$ cat config.mk
export PLATFORM = sky130hd
export DESIGN_NAME = lif_array_scheduler_flat
export DESIGN_NICKNAME = d
export VERILOG_FILES = /design/src/rtl/lif_array_scheduler_pkg.sv /design/src/rtl/lif_array_scheduler_if.sv /design/src/rtl/lif_array_scheduler_update_core.sv /design/src/rtl/lif_array_scheduler.sv /design/src/flat_wrapper.sv
export SDC_FILE = /design/constraint.sdc
export NUM_CORES = 1
export LEC_CHECK = 0
export CORE_MARGIN = 10
export CORE_UTILIZATION = 45
export CTS_CLUSTER_SIZE = 8
export DETAILED_ROUTE_END_ITERATION = 10
export MAX_ROUTING_LAYER = met4
export PLACE_DENSITY_LB_ADDON = 0.3
export SLEW_MARGIN = 30
export SYNTH_ARGS = -nofsm -noshare
export SYNTH_HDL_FRONTEND = slang
export SYNTH_SLANG_ARGS = --single-unit
$ cat constraint.sdc
create_clock -name clk -period 3.85 [get_ports clk]
set_input_delay 0.5775 -clock clk [delete_from_list [all_inputs] [get_ports clk]]
set_output_delay 0.5775 -clock clk [all_outputs]
set_load 0.005 [all_outputs]
$ cat src/rtl/lif_array_scheduler_pkg.sv
// Shared widths, FSM encodings, operand bundle and saturation helper for the
// time-multiplexed LIF neuron array.
package lif_array_scheduler_pkg;

  localparam int DATA_W = 8;
  localparam int SUM_W  = 10;

  localparam logic [2:0] ST_IDLE   = 3'd0;
  localparam logic [2:0] ST_READ   = 3'd1;
  localparam logic [2:0] ST_UPDATE = 3'd2;
  localparam logic [2:0] ST_EMIT   = 3'd3;
  localparam logic [2:0] ST_DONE   = 3'd4;

  typedef struct packed {
    logic [DATA_W-1:0] cur;
    logic [DATA_W-1:0] state;
    logic [DATA_W-1:0] leak;
    logic [DATA_W-1:0] thr;
  } lif_operands_t;

  localparam logic signed [SUM_W-1:0] SUM_MAX = SUM_W'(255);

  function automatic logic [DATA_W-1:0] clamp_u8(input logic signed [SUM_W-1:0] v);
    if (v[SUM_W-1])   return '0;
    else if (v > SUM_MAX) return {DATA_W{1'b1}};
    else              return v[DATA_W-1:0];
  endfunction

endpackage

$ cat src/rtl/lif_array_scheduler_if.sv
// Bus bundle for the LIF array: current/threshold config, sweep control,
// spike event handshake and the debug state read port.
interface lif_array_scheduler_if
  import lif_array_scheduler_pkg::*;
#(
  parameter int ID_W = 2
);
  logic              cur_we;
  logic [ID_W-1:0]   cur_addr;
  logic [DATA_W-1:0] cur_data;
  logic              thr_we;
  logic [DATA_W-1:0] thr_data;
  logic              step_start;
  logic              step_busy;
  logic              step_done;
  logic              spk_valid;
  logic [ID_W-1:0]   spk_id;
  logic              spk_ready;
  logic [ID_W-1:0]   rd_addr;
  logic [DATA_W-1:0] rd_state;

  modport master (
    output cur_we, cur_addr, cur_data, thr_we, thr_data, step_start, spk_ready, rd_addr,
    input  step_busy, step_done, spk_valid, spk_id, rd_state
  );

  modport slave (
    input  cur_we, cur_addr, cur_data, thr_we, thr_data, step_start, spk_ready, rd_addr,
    output step_busy, step_done, spk_valid, spk_id, rd_state
  );
endinterface

$ cat src/rtl/lif_array_scheduler_update_core.sv
// Combinational LIF update: spike decision on the pre-update state, decay,
// leak growth and saturation of the new membrane state.
module lif_array_scheduler_update_core
  import lif_array_scheduler_pkg::*;
#(
  parameter int BETA_NUM   = 1,
  parameter int BETA_SHIFT = 1,
  parameter int LEAK_INC   = 1
) (
  input  lif_operands_t     ops,
  output logic [DATA_W-1:0] next_state,
  output logic [DATA_W-1:0] next_leak,
  output logic              spk
);
  localparam int PROD_W = DATA_W + 16;

  logic        [PROD_W-1:0] prod;
  logic        [DATA_W-1:0] decay;
  logic signed [SUM_W-1:0]  sum;
  logic        [DATA_W:0]   leak_inc;

  always_comb begin
    spk        = (ops.state >= ops.thr);
    prod       = PROD_W'(ops.state) * PROD_W'(BETA_NUM);
    decay      = spk ? '0 : DATA_W'(prod >> BETA_SHIFT);
    sum        = $signed(SUM_W'(ops.cur)) + $signed(SUM_W'(decay)) - $signed(SUM_W'(ops.leak));
    leak_inc   = {1'b0, ops.leak} + (DATA_W + 1)'(LEAK_INC);
    next_state = clamp_u8(sum);
    // A firing neuron restarts its leak; otherwise leak saturates at full scale.
    next_leak  = spk ? '0 : (leak_inc[DATA_W] ? {DATA_W{1'b1}} : leak_inc[DATA_W-1:0]);
  end
endmodule

$ cat src/rtl/lif_array_scheduler.sv
// Sweeps one shared LIF update core across N_NEURONS virtual neurons held in
// register files, emitting spike ids on a valid/ready port.
module lif_array_scheduler
  import lif_array_scheduler_pkg::*;
#(
  parameter int N_NEURONS  = 4,
  parameter int ID_W       = 2,
  parameter int THRESH_RST = 200,
  parameter int BETA_NUM   = 1,
  parameter int BETA_SHIFT = 1,
  parameter int LEAK_INC   = 1
) (
  input logic                   clk,
  input logic                   reset_n,
  lif_array_scheduler_if.slave  bus
);
  logic [DATA_W-1:0] state_mem [N_NEURONS];
  logic [DATA_W-1:0] leak_mem  [N_NEURONS];
  logic [DATA_W-1:0] cur_mem   [N_NEURONS];
  logic [DATA_W-1:0] thr_q;
  logic [2:0]        fsm;
  logic [ID_W-1:0]   idx;
  lif_operands_t     ops_p0;
  logic [DATA_W-1:0] next_state;
  logic [DATA_W-1:0] next_leak;
  logic              spk;
  logic              last_idx;
  logic              cur_addr_ok;
  logic              rd_addr_ok;

  lif_array_scheduler_update_core #(
    .BETA_NUM   (BETA_NUM),
    .BETA_SHIFT (BETA_SHIFT),
    .LEAK_INC   (LEAK_INC)
  ) u_core (
    .ops        (ops_p0),
    .next_state (next_state),
    .next_leak  (next_leak),
    .spk        (spk)
  );

  assign last_idx    = (idx == ID_W'(N_NEURONS - 1));
  assign cur_addr_ok = ({1'b0, bus.cur_addr} < (ID_W + 1)'(N_NEURONS));
  assign rd_addr_ok  = ({1'b0, bus.rd_addr}  < (ID_W + 1)'(N_NEURONS));

  always_ff @(posedge clk) begin
    if (!reset_n) begin
      fsm   <= ST_IDLE;
      idx   <= '0;
      thr_q <= DATA_W'(THRESH_RST);
      for (int i = 0; i < N_NEURONS; i++) begin
        state_mem[i] <= '0;
        leak_mem[i]  <= '0;
        cur_mem[i]   <= '0;
      end
    end else begin
      if (bus.thr_we) thr_q <= bus.thr_data;
      if (bus.cur_we && cur_addr_ok) cur_mem[bus.cur_addr] <= bus.cur_data;
      case (fsm)
        ST_IDLE: begin
          if (bus.step_start) begin
            idx <= '0;
            fsm <= ST_READ;
          end
        end
        ST_READ: fsm <= ST_UPDATE;
        ST_UPDATE: begin
          state_mem[idx] <= next_state;
          leak_mem[idx]  <= next_leak;
          if (spk)           fsm <= ST_EMIT;
          else if (last_idx) fsm <= ST_DONE;
          else begin
            idx <= idx + 1'b1;
            fsm <= ST_READ;
          end
        end
        ST_EMIT: begin
          if (bus.spk_ready) begin
            if (last_idx) fsm <= ST_DONE;
            else begin
              idx <= idx + 1'b1;
              fsm <= ST_READ;
            end
          end
        end
        ST_DONE: fsm <= ST_IDLE;
        default: fsm <= ST_IDLE;
      endcase
    end
  end

  // Stage p0: operands of the current neuron, stable through UPDATE and EMIT.
  always_ff @(posedge clk) begin
    if (fsm == ST_READ) begin
      ops_p0.cur   <= cur_mem[idx];
      ops_p0.state <= state_mem[idx];
      ops_p0.leak  <= leak_mem[idx];
      ops_p0.thr   <= thr_q;
    end
  end

  assign bus.step_busy = (fsm != ST_IDLE);
  assign bus.step_done = (fsm == ST_DONE);
  assign bus.spk_valid = (fsm == ST_EMIT);
  assign bus.spk_id    = idx;
  assign bus.rd_state  = rd_addr_ok ? state_mem[bus.rd_addr] : '0;

endmodule

$ cat src/flat_wrapper.sv
// flat-port wrapper written by rule: the top's interface ports become plain ports
module lif_array_scheduler_flat import lif_array_scheduler_pkg::*;
#(
  parameter int N_NEURONS  = 4,
  parameter int ID_W       = 2,
  parameter int THRESH_RST = 200,
  parameter int BETA_NUM   = 1,
  parameter int BETA_SHIFT = 1,
  parameter int LEAK_INC   = 1
)
  (clk, reset_n, bus_cur_we, bus_cur_addr, bus_cur_data, bus_thr_we, bus_thr_data, bus_step_start, bus_spk_ready, bus_rd_addr, bus_step_busy, bus_step_done, bus_spk_valid, bus_spk_id, bus_rd_state);
  lif_array_scheduler_if #(.ID_W(ID_W)) bus_i ();
  input logic clk;
  input logic reset_n;
  input wire logic [$bits(bus_i.cur_we)-1:0] bus_cur_we;
  input wire logic [$bits(bus_i.cur_addr)-1:0] bus_cur_addr;
  input wire logic [$bits(bus_i.cur_data)-1:0] bus_cur_data;
  input wire logic [$bits(bus_i.thr_we)-1:0] bus_thr_we;
  input wire logic [$bits(bus_i.thr_data)-1:0] bus_thr_data;
  input wire logic [$bits(bus_i.step_start)-1:0] bus_step_start;
  input wire logic [$bits(bus_i.spk_ready)-1:0] bus_spk_ready;
  input wire logic [$bits(bus_i.rd_addr)-1:0] bus_rd_addr;
  output wire logic [$bits(bus_i.step_busy)-1:0] bus_step_busy;
  output wire logic [$bits(bus_i.step_done)-1:0] bus_step_done;
  output wire logic [$bits(bus_i.spk_valid)-1:0] bus_spk_valid;
  output wire logic [$bits(bus_i.spk_id)-1:0] bus_spk_id;
  output wire logic [$bits(bus_i.rd_state)-1:0] bus_rd_state;
  assign bus_i.cur_we = bus_cur_we;
  assign bus_i.cur_addr = bus_cur_addr;
  assign bus_i.cur_data = bus_cur_data;
  assign bus_i.thr_we = bus_thr_we;
  assign bus_i.thr_data = bus_thr_data;
  assign bus_i.step_start = bus_step_start;
  assign bus_i.spk_ready = bus_spk_ready;
  assign bus_i.rd_addr = bus_rd_addr;
  assign bus_step_busy = bus_i.step_busy;
  assign bus_step_done = bus_i.step_done;
  assign bus_spk_valid = bus_i.spk_valid;
  assign bus_spk_id = bus_i.spk_id;
  assign bus_rd_state = bus_i.rd_state;
  lif_array_scheduler #(.N_NEURONS(N_NEURONS), .ID_W(ID_W), .THRESH_RST(THRESH_RST), .BETA_NUM(BETA_NUM), .BETA_SHIFT(BETA_SHIFT), .LEAK_INC(LEAK_INC)) u_core (.clk(clk), .reset_n(reset_n), .bus(bus_i));
endmodule
==> flow_summary.yaml, run 1 <==
finish:
  nNetsFinal: 631
  diodes: 0
  nFillCells: 1228
  drive_gt1_frac: 0.2555
  final_cell_mix: "128 x edfxtp_1, 61 x nor2_1, 38 x clkdlybuf4s50_1"
  stdcell_count: 775
  layout_commonest_cell: "edfxtp_1"
  utilization: 0.5594
  area_growth_pct: 22.22
worst_setup_path:
  slowest_stage: "fa_1"
  worstPathArrival_ps: 4050
  required_ps: 4020
  crit_family: "compound AO/OA/AOI/OAI gates"
  slowest_delay_ps: 530
  path_max_fanout: 5
  cp-start-kind: "flop"
  crit_type: "flop to flop"
  cp_num_buf_inv: 3
  reg2reg_slack_ps: -20
  endpoint_kind: "flop"
  rr_worst_depth: 15
  crit_chain: "ha_1 > nand2b_4 > a2111o_1 > a31oi_4 > buf_6 > nand2_4 > fa_1 > inv_2 > ha_4 > nor3b_4 > buf_4 > o211ai_1 > a221oi_2 > o21a_1 > nor2_1"
  worst_r2r_startpoint: "u_core.ops_p0[0]"
  regToRegEndpoint: "u_core.state_mem[2][7]"
synthesis:
  ys_top_cells_by_area: "edfxtp_1 55%, mux4_2 10%, nor2_1 3.8%"
  synth-seq-cells: 141
  yosysWarnings: 0
  synth_edf_count: 128
  synth_area_um2: 6932
  ys_types: 46
  synth_fp_nets: 563
  ys_seq_area_frac: 0.5921
  avgSynthCellArea_um2: 13.62
  synth_top_cell_by_area: "edfxtp_1"
  synthCells: 509
  ys.flop_type: "edfxtp_1"
  netlist.area_leader.share: 0.5545
  synthArstFlopShare: 0
drt:
  drt_wl_total_um: 15640
  wl_per_cell_um: 20.18
  detail-route-antenna-nets: 0
  drc: 0
  drt_iter0_drc: 293
  num_vias: 4239
  viasPerCell: 5.470
  dr.pass1.iters: 4
min_path:
  min_from: "u_core.thr_q[1]"
  hold_end: "u_core.ops_p0[1]"
  holdPathStages: 0
  min_path_type: "flop to flop"
sta:
  finClkSkew_ps: 14.17
  final-hold-violation-count: 0
  slew_viol_final: 0
  hold_ws_ps: 425.7
  relSlewSlack: 0.3712
  finalCriticalPeriod_ps: 3874
  rsz0062_at_grt: "yes"
  worst_pin_slew_ps: 941.2
  period_share: 1.006
  max_freq_mhz: 258.2
  setup_violations: 4
  worst_slack_ps: -23.54
clock_tree:
  cts_hold_buf: 0
  clkLatencyLatePin_ps: 430
  ctsHtreeMaxLevel: 4
  cts_made_buffers: 17
  clk_pin_slew_ps: 60
  cts_tree: "built"
  root_buffer: "clkbuf_16"
  cts_max_path_buffers: 2
  cts.sinks: 141
pwr:
  p_leak_nw: 3.183
  totalPowerFinal_mw: 4.209
  irDropWorstVdd_v: 0.0003250
  power_density_nw_per_um2: 496.8
die:
  design.core.area_um2: 15150
  ioPinCount: 39
  row_count: 45
  fp.dieW_um: 144.1
  die_area_um2: 20770
  die_y_um: 144.1
  start_util: 0.4577
placement:
  place_ws_ps: -93.94
  place_inst: 741
  dpl.hpwl_um: 10370
  portBuffers: 38
  place_congestion: 0.8946
global_route:
  grt_antenna_before_repair: 0
  grt_pass1_wl_um: 24520
  track_usage: 0.1635
  grt_max_degree: 33
  grt_overflow_total: 0
  grt_pass1_vias: 4595
run_status:
  violations: "negative setup slack"
  outcome: "finished, violations left"
run:
  drv_cap: 0
## power by group
part           switching (mW)  internal (mW)  total, mW  leakage [nW]
combinational           0.498          0.443      0.941          1.55
clock                   0.582          0.860       1.44         0.255
sequential             0.0538           1.77       1.83          1.38
total                    1.13           3.07       4.21          3.18
## layer usage
| metal | vias up | track usage | part of all wire |
|---|---|---|---|
| li1 | 1983 | - | - |
| met1 | 2141 | 0.1838 | 0.41 |
| met2 | 93 | 0.2709 | 0.52 |
| met3 | 22 | 0.04624 | 0.043 |
| met4 | 0 | 0.06609 | 0.021 |
| met5 | - | - | 0 |
## worst max-delay path by stage
stage / start / endpoint / slack, ps / depth (start not counted)
after CTS: u_core.ops_p0[0] / u_core.state_mem[3][1] / -4 / 14
final: u_core.ops_p0[0] / u_core.state_mem[2][7] / -20 / 15
after detailed placement: u_core.ops_p0[0] / u_core.state_mem[1][2] / -90 / 13
after global routing: u_core.ops_p0[0] / u_core.state_mem[0][7] / -140 / 15
after floorplan: u_core.ops_p0[0] / u_core.state_mem[1][5] / -1 / 14
after global placement: u_core.ops_p0[0] / u_core.state_mem[2][1] / -40 / 13
## timing repair
item,in CTS,in global routing
gates cloned,0,0
endpoints found under the setup margin,32,32
setup buffers,0,6
resized for setup,19,38
pin swaps,9,25
## layout make-up
class,instances,area (um2),share of cell area
Timing Repair Buffer,70,628.1,0.07414
Clock inverter,11,80.08,0.009452
Tap cell,188,235.2,0.02777
Sequential cell,141,4106,0.4847
Inverter,33,123.9,0.01462
Clock buffer,18,429.2,0.05066
Multi-Input combinational cell,314,2869,0.3386
## cells by family after synthesis
| logic type | share of synthesized area |
|---|---|
| and+or+nand+nor | 0.1412 |
| buffers and inverters | 0.03484 |
| AOI/OAI and AO/OA | 0.04044 |
| adders and majority gates | 0.05921 |
| xor gates and xnor gates | 0.01390 |
| muxes | 0.1184 |
| DFF | 0.5921 |
## registers in the layout, summed over array words and instances (netlist names)
register	flops
u_core.leak_mem	32
u_core.ops_p0	32
u_core.fsm	3
u_core.thr_q	8
u_core.cur_mem	32
u_core.bus.spk_id	2
u_core.state_mem	32
## synthesized netlist by cell type (all sizes together) (2+ instances only)
master / instances
mux2i: 10
nand3: 10
dfxtp: 13
a31o: 2
nand2: 26
and2: 28
edfxtp: 128
fa: 8
o2111ai: 2
or3: 5
nor2: 81
a21oi: 14
inv: 33
o21ai: 11
clkbuf: 10
xor2: 7
xnor2: 4
mux4: 32
a211o: 2
nand2b: 7
nor3: 2
nor2b: 10
o31ai: 2
nor3b: 7
and3: 11
ha: 20
or2: 3
buf: 11
## stage by stage
step	cell area [um2]	TNS (ps)
after floorplan	6942	-5.023
after global placement	7661	-494.8
after detailed placement	7661	-2008
after CTS	8262	-4.372
after global routing	8472	-2675
final	8472	-72.08
No activity file was read; power rests on OpenSTA's default activity.
==> run 2, diff against run 1 <==
GPL_TIMING_DRIVEN = 0   (was not set)
==> flow_summary.yaml, run 2 (synthesis results as in run 1) <==
worst_setup_path:
  crit_chain: "ha_1 > nand2b_4 > a2111o_1 > a31oi_4 > buf_6 > nand2_1 > fa_1 > inv_2 > ha_4 > buf_6 > nand3_1 > nand2_2 > o2111ai_2 > a31o_1 > buf_6 > or2_1 > buf_6 > a21oi_2"
  endpoint_kind: "flop"
  required_ps: 4140
  cp-start-kind: "flop"
  worstPathArrival_ps: 4290
  path_max_fanout: 8
  slowest_stage: "fa_1"
  worst_path_most_repeated_cell: "buf_6"
  crit_type: "flop to flop"
  slowest_delay_ps: 530
finish:
  layout_commonest_cell: "edfxtp_1"
  nNetsFinal: 638
  final_cell_area_um2: 8653
  drive_gt1_frac: 0.2546
  final_cell_mix: "128 x edfxtp_1, 57 x nor2_1, 35 x clkdlybuf4s50_1"
  area_growth_pct: 24.84
  diodes: 0
placement:
  place_congestion: 0.8330
  dpl_cell_area_um2: 7606
  portBuffers: 35
  dpl.hpwl_um: 10840
clock_tree:
  clkLatencyLatePin_ps: 430
  cts_made_buffers: 17
  cts_hold_buf: 0
  cts_tree: "built"
  root_buffer: "clkbuf_16"
  ctsHtreeMaxLevel: 4
  cts.sinks: 141
  clk_pin_slew_ps: 60
  cts_max_path_buffers: 2
pwr:
  p_leak_nw: 3.238
  power_density_nw_per_um2: 518.1
  irDropWorstVdd_v: 0.0003040
sta:
  max_freq_mhz: 249.8
  hold_ws_ps: 424.0
  worst_slack_ps: -153.8
  final-hold-violation-count: 0
  finalCriticalPeriod_ps: 4004
  setup_violations: 29
  relSlewSlack: 0.3670
  period_share: 1.040
  slew_viol_final: 0
  worst_pin_slew_ps: 947.3
  finClkSkew_ps: 13.54
  rsz0062_at_grt: "yes"
drt:
  dr.pass1.iters: 5
  drt_wl_total_um: 16150
  viasPerCell: 5.586
  drt_iter0_drc: 392
  detail-route-antenna-nets: 0
  num_vias: 4385
  wl_per_cell_um: 20.57
  drc: 0
global_route:
  grt_overflow_total: 0
  grt_pass1_wl_um: 25140
  grt_pass1_vias: 4607
  grt_max_degree: 17
  grt_antenna_before_repair: 0
  track_usage: 0.1690
die:
  die_y_um: 144.1
  die_area_um2: 20770
  start_util: 0.4577
  fp.dieW_um: 144.1
  ioPinCount: 39
  design.core.area_um2: 15150
  row_count: 45
min_path:
  min_path_type: "flop to flop"
run_status:
  violations: "negative setup slack"
  outcome: "finished, violations left"
run:
  drv_cap: 0
## run 2: changes by cell type in the layout (fill, tap and decap cells not counted), moves of 3 or more
| cell | change |
|---|---|
| clkdlybuf4s50_1 | -3 |
| clkbuf_1 | +11 |
| nor2_4 | +7 |
| buf_2 | +4 |
| nor2_1 | -4 |
| nor2_2 | -3 |
| buf_6 | +9 |
| bufinv_16 | +3 |
| clkinv_2 | -5 |
| buf_4 | -17 |
## run 2: what timing repair did
item / 4_1_cts / 5_1_grt
setup endpoints to repair: 32 / 32
buffers inserted: 13 / 3
pin swaps: 31 / 13
gates resized for setup: 39 / 29
## run 2: critical path: cells and delay by family, from the launching register on
kind            cells  cell delay (ps)
simple gates        5              630
fa+ha+maj           3             1100
buf+inv             5              580
compound gates      5             1150
flops               1              390
## run 2: where the power goes
part,internal (mW),switching [mW],total [mW]
Sequential,1.77,0.0442,1.81
Combinational,0.408,0.512,0.920
Clock,1.12,0.633,1.75
Total,3.29,1.19,4.48
## run 2: worst paths after layout
path,from,endpoint,slack (ps),depth (start not counted)
worst max register to register,u_core.ops_p0[0],u_core.state_mem[2][6],-150,18
worst min-delay path,u_core.thr_q[3],u_core.ops_p0[3],420,0
worst min register to register,u_core.thr_q[3],u_core.ops_p0[3],420,0
worst max-delay path,u_core.ops_p0[0],u_core.state_mem[2][6],-150,18
## run 2: cell type report
| type | count | area (um2) |
|---|---|---|
| Fill cell | 1202 | 6492 |
| Sequential cell | 141 | 4104 |
| Multi-Input combinational cell | 314 | 2884 |
| Timing Repair Buffer | 56 | 554.3 |
| Clock buffer | 21 | 460.4 |
| Tap cell | 188 | 235.2 |
| Clock inverter | 11 | 166.4 |
| Buffer | 21 | 125.1 |
| Inverter | 33 | 123.9 |
## run 2: per-stage QoR
step	utilization	std cells	power [mW]	TNS [ps]	worst slack, ps
global placement	0.4970	732	2.438	-60610	-1201
floorplan	-	509	2.273	-5.023	-1.277
global route	0.5713	785	4.649	-8183	-328.8
CTS	0.5617	782	4.381	-2512	-150.0
detailed placement	0.5022	737	2.467	-17940	-698.5
finish	0.5713	785	4.483	-3070	-153.8
## run 2: routing by layer
layer	vias to the layer above	routed length [um]	part of all wire	global-route usage
li1	1996	-	-	-
met1	2216	6636	0.41	0.2007
met2	138	8208	0.51	0.2745
met3	35	894	0.055	0.03805
met4	0	410	0.025	0.06932
met5	-	0	0	-
